File: src/rtl/mux16_capture_fifo.sv
// Operand-mux select driver with a show-ahead capture FIFO and valid/ready output.
// Optional macro MUX16_CAPTURE_SRC_TAG_EN stores the push-time select per entry and exposes Out_Src.
module mux16_capture_fifo #(
  parameter int DEPTH = 4,
  parameter int AW    = 2
) (
  input  logic          Clk,
  input  logic          Rst_n,
  input  logic [1:0]    Mode,
  output logic          Sel,
  input  logic [15:0]   S_In,
  input  logic          In_Valid,
  output logic          In_Ready,
  output logic [15:0]   Out_Data,
  output logic          Out_Valid,
  input  logic          Out_Ready,
  output logic [AW:0]   Count,
`ifdef MUX16_CAPTURE_SRC_TAG_EN
  output logic          Out_Src,
`endif
  output logic          Ovf,
  input  logic          Ovf_Clr
);

`ifdef MUX16_CAPTURE_SRC_TAG_EN
  localparam int DW = 17;
`else
  localparam int DW = 16;
`endif
  localparam logic [AW:0] FULL_CNT = (AW+1)'(DEPTH);

  logic [DW-1:0] mem_q [DEPTH];
  logic [AW-1:0] wr_ptr_q, wr_ptr_d;
  logic [AW-1:0] rd_ptr_q, rd_ptr_d;
  logic [AW:0]   count_q, count_d;
  logic          alt_q, alt_d;
  logic          ovf_q, ovf_d;
  logic          push, pop, full;
  logic [DW-1:0] wdata;
  logic [DW-1:0] head;

  always_comb begin
    case (Mode)
      2'b01:   Sel = 1'b1;
      2'b10:   Sel = alt_q;
      default: Sel = 1'b0;
    endcase
  end

  assign full      = (count_q == FULL_CNT);
  assign In_Ready  = ~full;
  assign Out_Valid = (count_q != '0);
  assign push      = In_Valid & In_Ready;
  assign pop       = Out_Valid & Out_Ready;
  assign Count     = count_q;
  assign Ovf       = ovf_q;
  assign head      = mem_q[rd_ptr_q];
  assign Out_Data  = head[15:0];

`ifdef MUX16_CAPTURE_SRC_TAG_EN
  assign wdata   = {Sel, S_In};
  assign Out_Src = head[16];
`else
  assign wdata   = S_In;
`endif

  always_comb begin
    wr_ptr_d = wr_ptr_q;
    rd_ptr_d = rd_ptr_q;
    count_d  = count_q;
    alt_d    = alt_q;
    ovf_d    = ovf_q;

    if (push) wr_ptr_d = wr_ptr_q + 1'b1;
    if (pop)  rd_ptr_d = rd_ptr_q + 1'b1;

    case ({push, pop})
      2'b10:   count_d = count_q + 1'b1;
      2'b01:   count_d = count_q - 1'b1;
      default: count_d = count_q;
    endcase

    // Leaving interleave mode re-arms it so the next interleave run starts on A.
    if (Mode != 2'b10)  alt_d = 1'b0;
    else if (push)      alt_d = ~alt_q;

    // A set and a clear in the same cycle keep the flag set.
    if (In_Valid && full) ovf_d = 1'b1;
    else if (Ovf_Clr)     ovf_d = 1'b0;
  end

  always_ff @(posedge Clk or negedge Rst_n) begin
    if (!Rst_n) begin
      wr_ptr_q <= '0;
      rd_ptr_q <= '0;
      count_q  <= '0;
      alt_q    <= 1'b0;
      ovf_q    <= 1'b0;
    end else begin
      wr_ptr_q <= wr_ptr_d;
      rd_ptr_q <= rd_ptr_d;
      count_q  <= count_d;
      alt_q    <= alt_d;
      ovf_q    <= ovf_d;
    end
  end

  // Storage is deliberately unreset; Out_Data is only meaningful while Out_Valid is high.
  always_ff @(posedge Clk) begin
    if (push) mem_q[wr_ptr_q] <= wdata;
  end

endmodule

File: config.mk
export PLATFORM = sky130hd
export DESIGN_NAME = mux16_capture_fifo
export DESIGN_NICKNAME = d
export VERILOG_FILES = /design/src/rtl/mux16_capture_fifo.sv
export SDC_FILE = /design/constraint.sdc
export NUM_CORES = 1
export LEC_CHECK = 0
export CAP_MARGIN = 20
export CORE_MARGIN = 8
export CORE_UTILIZATION = 53
export DETAILED_ROUTE_END_ITERATION = 12
export PLACE_DENSITY_LB_ADDON = 0.25
export SLEW_MARGIN = 20
export SYNTH_ARGS = -nofsm -noshare
export SYNTH_HDL_FRONTEND = slang
export SYNTH_SLANG_ARGS = --single-unit
File: constraint.sdc
create_clock -name Clk -period 2.6 [get_ports Clk]
set_input_delay 0.26 -clock Clk [delete_from_list [all_inputs] [get_ports Clk]]
set_output_delay 0.26 -clock Clk [all_outputs]
set_load 0.03 [all_outputs]
==> impl_metrics.yaml <==
status:
  status: "finished clean"
routing:
  wire_per_inst_um: 17.4
  firstDrtPassIters: 4
  drt_iter0_drc: 59
  wl_um: 4700
  ant_nets: 0
  vias: 1395
  vias_per_cell: 5.17
  remaining_drc_errors: 0
timing:
  rsz0062_at_grt: "false"
  drv_slew: 0
  timing.setup.tns_ns: 0
  hold_ws_ns: 0.227
  finalHoldViolations: 0
  max_slew_margin: 0.699
  finalSetupViolations: 0
  worst_pin_slew_ns: 0.452
  fmax_mhz: 412
  finalClockSkew_ns: 0.00684
  period_share: 0.933
  period_minus_slack_ns: 2.43
floorplan:
  die_w_um: 89.8
  start_util: 0.537
  die-height_um: 89.8
  io_pins: 46
  dieArea_um2: 8060
  rows: 27
  core_um2: 5370
logic_synthesis:
  yosysMostFrequentCell: "edfxtp_1"
  ys_ff_latch: 73
  netlist_top_cells_area: "edfxtp_1 (67%), mux4_2 (12%), dfrtp_1 (7.8%)"
  syn-num-nets: 168
  syn_area_um2: 2890
  synth_edf_count: 64
  ys_seq_area_frac: 0.744
  ys_top_cells_by_count: "edfxtp_1 (64), mux4_2 (16), inv_1 (10)"
  async_flop_share: 0.123
  synthFlopType: "edfxtp_1"
  synth.top_cell.area_share: 0.666
  post_synth_inst_count: 137
  yosys.area.top_type: "edfxtp_1"
  syn_avg_cell_area_um2: 21.1
  ys_warn_count: 0
  yosysUniqueCellTypes: 22
place:
  dp_hpwl_um: 3210
  numPortBuffers: 45
  gp_congestion: 0.647
  post-place-cells: 254
  placed_cell_area_um2: 3420
global_route:
  grt_pass1_wl_um: 7620
  grt_pass1_vias: 1518
  grtUsageTotal: 0.125
  grt_antenna_before_repair: 0
  grt_max_degree: 17
  grt.overflow.total: 0
final_layout:
  area_growth_pct: 25.7
  post-route-util: 0.675
  ff_latch_area_um2: 2150
  instances_no_fill: 270
  postLayoutCellArea_um2: 3630
  drive_gt1_frac: 0.222
  antenna_cells: 0
  fin_nets: 224
  multi_input_area_um2: 657
  n_fill_cell: 350
worst_setup_path:
  required_ns: 2.34
  path_max_fanout: 12
  startpoint_type: "flop"
  critPathCaptureType: "output pin"
  r2r-start: "Count[0]"
  cp.arrival_ns: 2.17
  worstSetupPathType: "reg2out"
  rr_endpoint: "Count[2]"
  ff2ff_path_depth: 9
  r2r_setup_slack_ns: 0.59
clock_network:
  cts.repair.resized: 0
  cts_buffers: 9
  postCtsHoldBufs: 0
  insertion_delay_ns: 0.33
  clk_pin_slew_ns: 0.07
  postCtsSetupBuffers: 0
  root_buffer: "clkbuf_8"
  clock-sinks: 73
  clk_path_buf_depth: 2
  ctsHtreeMaxLevel: 3
  cts_tree: "yes"
power:
  powerDensity_nw_per_um2: 1200
  p_leak_nw: 1.29
  irDropWorstVdd_mv: 0.801
job:
  drv_cap: 0
hold_path:
  hold_path_class: "in2async"
## worst max-delay path by stage
| stage | start | slack, ns | to |
|---|---|---|---|
| global route | rd_ptr_q[0] | 0.05 | Out_Data[7] |
| floorplan | Count[2] | 0.50 | Count[2] |
| global placement | Mode[0] | 0.51 | Sel |
| detailed placement | Mode[0] | 0.48 | Sel |
| CTS | rd_ptr_q[0] | 0.11 | Out_Data[10] |
| finish | rd_ptr_q[0] | 0.17 | Out_Data[7] |
## stage by stage
step,power [mW],setup slack (ns)
after floorplan,2.85,0.503
after global placement,3.43,0.508
after detailed placement,3.48,0.478
after CTS,4.40,0.109
after global routing,4.56,0.0542
final,4.34,0.173
## final cells by class
type                       count  share of cell area
clock buffer                  10              0.0352
clock inverter                 6              0.0228
inverter                      10              0.0103
multi-input combinational     49               0.181
sequential                    73               0.592
tap                           72              0.0248
timing repair buffer          50               0.134
## report_power, final
| part | leakage [nW] | switching (mW) | internal [mW] |
|---|---|---|---|
| Combinational | 0.483 | 0.943 | 0.804 |
| Sequential | 0.695 | 0.110 | 1.57 |
| Clock | 0.108 | 0.378 | 0.535 |
## worst max-delay path: stages, from the launching register on
cell and delay [ns]:
dfrtp_1 0.40, buf_4 0.29, mux4_2 0.54, clkdlybuf4s50_1 0.61
## state kept, by name, indices dropped and copies added (netlist names)
register,flops
Ovf,1
mem_q,64
Count,3
wr_ptr_q,2
alt_q,1
rd_ptr_q,2
## layer usage
metal	wire length [um]	track usage	share of wire	vias to the layer above
met4	116	0.0762	0.025	0
li1	-	-	-	636
met1	1930	0.136	0.41	690
met5	0	0	0	-
met3	292	0.0474	0.062	12
met2	2360	0.204	0.50	57
## placed cells by master, fill, tap and decap left out, types with 2 or more instances in the layout
cell type and instances:
edfxtp_1 64, clkdlybuf4s50_1 44, mux4_2 16, inv_1 10
dfrtp_1 9, clkbuf_8 9, ha_1 7, buf_4 6
and2_2 4, xnor2_1 3, xor2_1 3, nand2_1 3
nor2_1 2, mux2i_1 2, bufinv_16 2, clkinv_2 2
## logic make-up (layout without fill, tap and decap cells)
group | Yosys count | count (layout) | synth area share
multiplexers | 19 | 19 | 0.137
AO/OA/AOI/OAI | 3 | 3 | 0.00694
XOR/XNOR | 6 | 6 | 0.0182
buffers and inverters | 15 | 76 | 0.0282
flip-flops | 73 | 73 | 0.744
AND/OR/NAND/NOR | 13 | 13 | 0.0282
adder cells (fa/ha/maj) | 8 | 8 | 0.0373
Power figures use the tool's default switching activity.
